===== config.mk =====
export PLATFORM = sky130hd
export DESIGN_NAME = rr_arbiter4
export DESIGN_NICKNAME = d
export VERILOG_FILES = /design/src/rtl/rr_arbiter4.sv
export SDC_FILE = /design/constraint.sdc
export NUM_CORES = 1
export LEC_CHECK = 0
export BUFFER_PORTS_ARGS = -buffer_cell sky130_fd_sc_hd__buf_2
export CORE_AREA = 2 2 59 61
export DETAILED_ROUTE_END_ITERATION = 6
export DIE_AREA = 0 0 61 63
export HOLD_SLACK_MARGIN = 0.03
export PLACE_DENSITY = 0.6
export SLEW_MARGIN = 25
export SYNTH_ARGS = -nofsm -noshare
export SYNTH_HDL_FRONTEND = slang
export SYNTH_SLANG_ARGS = --single-unit

===== constraint.sdc =====
create_clock -name clk -period 1.5 [get_ports clk]
set_input_delay 0.225 -clock clk [delete_from_list [all_inputs] [get_ports clk]]
set_output_delay 0.225 -clock clk [all_outputs]
set_load 0.05 [all_outputs]

===== src/rtl/rr_arbiter4.sv =====
// rr_arbiter4: four-requester round-robin arbiter with grant hold,
// release handshake (done) and an optional hold timeout.
//
// Ports:
//   clk        rising-edge clock
//   rst_n      asynchronous active-low reset
//   req[3:0]   level-sensitive request lines, bit i = requester i
//   done       owner release strobe, sampled while a grant is held
//   grant[3:0] registered grant, all-zero or one-hot
//   gnt_valid  registered, high exactly when grant is non-zero
//   timeout    registered one-cycle pulse when a grant is revoked by timeout
//
// Parameter TIMEOUT (0..255): max hold cycles without done; 0 disables.
module rr_arbiter4 #(
  parameter int unsigned TIMEOUT = 15
) (
  input  logic       clk,
  input  logic       rst_n,
  input  logic [3:0] req,
  input  logic       done,
  output logic [3:0] grant,
  output logic       gnt_valid,
  output logic       timeout
);

  localparam int unsigned CNT_W   = 8;
  localparam int unsigned IDX_W   = 2;
  localparam int unsigned N_REQ   = 4;
  localparam bit          TO_EN   = (TIMEOUT != 0);
  // Last counter value before the timeout fires; unused when disabled.
  localparam logic [CNT_W-1:0] TO_LAST = TO_EN ? CNT_W'(TIMEOUT - 1) : '0;
  localparam logic [CNT_W-1:0] CNT_MAX = '1;

  typedef enum logic [0:0] {
    IDLE = 1'b0,
    BUSY = 1'b1
  } state_e;

  state_e             state_q, state_d;
  logic [IDX_W-1:0]   ptr_q, ptr_d;
  logic [IDX_W-1:0]   owner_q, owner_d;
  logic [CNT_W-1:0]   cnt_q, cnt_d;
  logic [N_REQ-1:0]   grant_q, grant_d;
  logic               gnt_valid_q, gnt_valid_d;
  logic               timeout_q, timeout_d;

  logic               found;
  logic [IDX_W-1:0]   win;
  logic [IDX_W-1:0]   idx;
  logic               to_hit;

  // Next-state and next-output logic.
  always_comb begin
    state_d     = state_q;
    ptr_d       = ptr_q;
    owner_d     = owner_q;
    cnt_d       = cnt_q;
    grant_d     = grant_q;
    gnt_valid_d = gnt_valid_q;
    timeout_d   = 1'b0;
    found       = 1'b0;
    win         = ptr_q;
    idx         = ptr_q;
    to_hit      = TO_EN && (cnt_q == TO_LAST);

    case (state_q)
      IDLE: begin
        // Rotating priority scan starting at ptr; first set bit wins.
        for (int i = 0; i < N_REQ; i++) begin
          idx = ptr_q + IDX_W'(i);
          if (!found && req[idx]) begin
            found = 1'b1;
            win   = idx;
          end
        end
        if (found) begin
          grant_d     = N_REQ'(1) << win;
          gnt_valid_d = 1'b1;
          owner_d     = win;
          cnt_d       = '0;
          state_d     = BUSY;
        end
      end
      BUSY: begin
        // Saturate so a disabled timeout never lets the counter wrap.
        if (cnt_q != CNT_MAX) begin
          cnt_d = cnt_q + CNT_W'(1);
        end
        if (done || to_hit) begin
          grant_d     = '0;
          gnt_valid_d = 1'b0;
          ptr_d       = owner_q + IDX_W'(1);
          cnt_d       = '0;
          timeout_d   = !done;
          state_d     = IDLE;
        end
      end
      default: begin
        state_d = IDLE;
      end
    endcase
  end

  // State and output registers.
  always_ff @(posedge clk or negedge rst_n) begin
    if (!rst_n) begin
      state_q     <= IDLE;
      ptr_q       <= '0;
      owner_q     <= '0;
      cnt_q       <= '0;
      grant_q     <= '0;
      gnt_valid_q <= 1'b0;
      timeout_q   <= 1'b0;
    end else begin
      state_q     <= state_d;
      ptr_q       <= ptr_d;
      owner_q     <= owner_d;
      cnt_q       <= cnt_d;
      grant_q     <= grant_d;
      gnt_valid_q <= gnt_valid_d;
      timeout_q   <= timeout_d;
    end
  end

  assign grant     = grant_q;
  assign gnt_valid = gnt_valid_q;
  assign timeout   = timeout_q;

endmodule


==> reports/metrics.cfg <==
[worst_setup_path]
cp_data_arrival_time_ns=1.78
crit_path_max_fanout=7
rr_startpoint=cnt_q[0]$_DFFE_PN0P_
worstPathCellList=inv_2, ha_4, nor3b_4, and2_4, o21ai_4, a32o_2
end_kind=flip-flop
r2r_slack_ns=-0.06
cp-start-kind=flip-flop
cpPeakStageDelay_ns=0.44
required_ns=1.71
slowest_stage=dfrtp_1
worstSetupPathType=reg -> reg
reg2reg_depth=6
r2r-end=grant[3]$_DFFE_PN0P_

[min_path]
worstHoldPathType=in -> reg
min_path_cells=4
hold_start=done
hold_path_end=ptr_q[1]$_DFFE_PN0P_

[global_routing]
grt_max_degree=20
track_usage_pct=13.8
grt_pass1_wl_mm=4.13
grt_use_met2_pct=23.7
top_usage_layer=met2
grt_util_met1_pct=18.0
grt_pass1_vias=890
antenna_found_initial=0
use_met3_pct=3.11
grt-ovfl-total=0

[synthesis]
synthTopCellsByArea=dfrtp_1 (45%), o21ai_0 (5.2%), a31oi_1 (3.5%), nand2_1 (2.5%), ha_1 (2.3%)
synth-edff-count=0
syn_area_sq_um=1070
yosys-top-cells-count=dfrtp_1 (19), o21ai_0 (11), nand2_1 (7)
synth_top_area_share_pct=44.5
synth_seq_cells=19
synth_nets=113
async_flop_share_pct=100
synth_top_cell_by_area=dfrtp_1
synth_flop_cell=dfrtp_1
syn_area_per_cell_sq_um=10.3
yosys.cell_types.count=43
yosysMostFrequentCell=dfrtp_1
synth_warnings=0
synthCells=104
seq_area_frac_synth_pct=44.5

[flow_run]
cap_violations=0

[cells_and_area]
final_nets=149
area_growth_pct=38.7
drive_gt1_share_pct=48.9
seq_area_sq_um=478
postLayoutCellArea_sq_um=1480
layout.filler_cells=317
multi_input_area_sq_um=677
diodes=0

[run_status]
failed_checks=setup timing
status=finished with violations

[drt]
drc=0
firstDrtPassIters=5
drtIter0Drc=23
wl_mm=2.60
vias_per_cell=5.22
wl_per_cell_um=14.1
ant_nets=0
vias=966

[sta]
worst_pin_slew_ns=0.441
fin_crit_ns=1.56
hold_viol=0
finalWorstSetupSlack_ns=-0.0639
post-route-period-util_pct=104
rsz0062_at_grt=yes
drv_slew=0
fin_setup_tns_ns=-0.347
relSlewSlack_pct=70.6
fmax_mhz=639
finalSetupViolCount=8
skew_ns=0.0177

[clock_network]
htreeDepth=1
clkTransAtPathRegs_ns=0.12
cts_root_buf=clkbuf_4
clockBufferDepth=2
tritoncts=yes
cts_buffers=3
cts.sinks=19
clkLatencyLatePin_ns=0.31

[power]
ir_drop_uv=523
leakagePower_nw=0.622
total_power_w=0.00210
power_density_nw_per_um2=1420

[place]
portBuffers=12
pre_cts_slack_ns=-0.0991
dp_hpwl_mm=1.81
placed_area_sq_um=1300
gp_congestion=0.831

[die]
core_area_sq_um=3230
die_area_sq_um=3840
die_x_um=61
ios=13
die_y_um=63
start_util_pct=33.0
placementRows=21

[cell usage in the layout (no fill, tap or decap), types with 2 or more instances in the layout]
cell      Yosys  routed
a21oi_1       4       2
a21oi_4       1       2
o21ai_0      11       6
or2_2         2       2
nand4_1       3       3
nor3_1        2       2
nor2b_1       3       3
dfrtp_2       0       2
a31oi_4       0       2
inv_2         1       2
nor2_1        4       4
buf_4         1      17
a21o_1        2       2
a32o_1        2       2
a31oi_2       0       2
a32o_2        2       2
o31ai_1       2       2
nand2_2       0       2
a31oi_1       6       2
and2_4        1       2
o21ai_1       0       4
nand3_1       4       4
buf_2         0      12
dfrtp_1      19      17
clkbuf_4      0       3
nand2_1       7       5
[worst max-delay path: cells and delay by family, from the launching register on]
kind	cells	cell delay (ns)
and+or+nand+nor	2	0.48
DFF	1	0.44
AOI/OAI and AO/OA	2	0.35
adders and majority gates	1	0.12
buffers and inverters	1	0.10
[per-layer routing]
layer | routed length (um) | share of wire [%] | vias up
li1 | - | - | 464
met1 | 1150 | 44 | 484
met2 | 1370 | 53 | 16
met3 | 65 | 2.5 | 2
met4 | 15 | 0.58 | 0
met5 | 0 | 0 | -
[where the power goes]
| group | internal (W) | switching [W] | total (W) |
|---|---|---|---|
| clock network | 0.0000994 | 0.000166 | 0.000266 |
| registers | 0.000655 | 0.000147 | 0.000802 |
| logic | 0.000438 | 0.000595 | 0.00103 |
[timing repair]
action | in CTS | in global routing
buffers inserted | 2 | 3
hold buffers | 1 | 0
endpoints found under the setup margin | 15 | 15
gates resized for setup | 5 | 20
pin swaps | 7 | 8
hold endpoints to repair | 19 | 0
[area by class of cell]
type                            count  share of cell area, %
Clock buffer                        3                   1.52
Timing Repair Buffer               32                   15.5
Clock inverter                      1                  0.338
Tap cell                           46                   3.89
Sequential cell                    19                   32.3
Inverter                            3                  0.761
Multi-Input combinational cell     81                   45.7
[through the flow]
stage / utilization [%] / hold slack (ns) / instances
final: 45.8 / 0.314 / 185
after detailed placement: 40.3 / 0.192 / 175
after CTS: 42.5 / 0.310 / 182
after global placement: 40.3 / 0.185 / 175
after floorplan: - / -0.0706 / 104
after global routing: 45.8 / 0.338 / 185
[cells by family (layout without fill, tap and decap cells)]
group / after synthesis / count (layout) / share of synthesized area, %
AO/OA/AOI/OAI: 37 / 37 / 24.5
XOR/XNOR: 1 / 1 / 0.821
adder cells (fa/ha/maj): 2 / 2 / 2.34
buffers and inverters: 4 / 39 / 1.76
flip-flops: 19 / 19 / 44.5
multiplexers: 1 / 1 / 1.06
AND/OR/NAND/NOR: 40 / 40 / 25.0
[how the worst max path moves through the flow]
| stage | from | to | slack [ns] |
|---|---|---|---|
| after floorplan | cnt_q[0]$_DFFE_PN0P_ | cnt_q[6]$_DFFE_PN0P_ | -0.009 |
| after global placement | cnt_q[0]$_DFFE_PN0P_ | grant[1]$_DFFE_PN0P_ | -0.05 |
| after detailed placement | cnt_q[0]$_DFFE_PN0P_ | grant[1]$_DFFE_PN0P_ | -0.1 |
| after CTS | cnt_q[0]$_DFFE_PN0P_ | grant[1]$_DFFE_PN0P_ | -0.03 |
| after global routing | cnt_q[0]$_DFFE_PN0P_ | grant[3]$_DFFE_PN0P_ | -0.14 |
| final | cnt_q[0]$_DFFE_PN0P_ | grant[3]$_DFFE_PN0P_ | -0.06 |
[flip-flops by register name, summed over array words and instances (netlist names)]
name	count
timeout	1
ptr_q	2
cnt_q	8
gnt_valid	1
grant	4
state_q	1
owner_q	2
(Power assumes the default switching activity.)
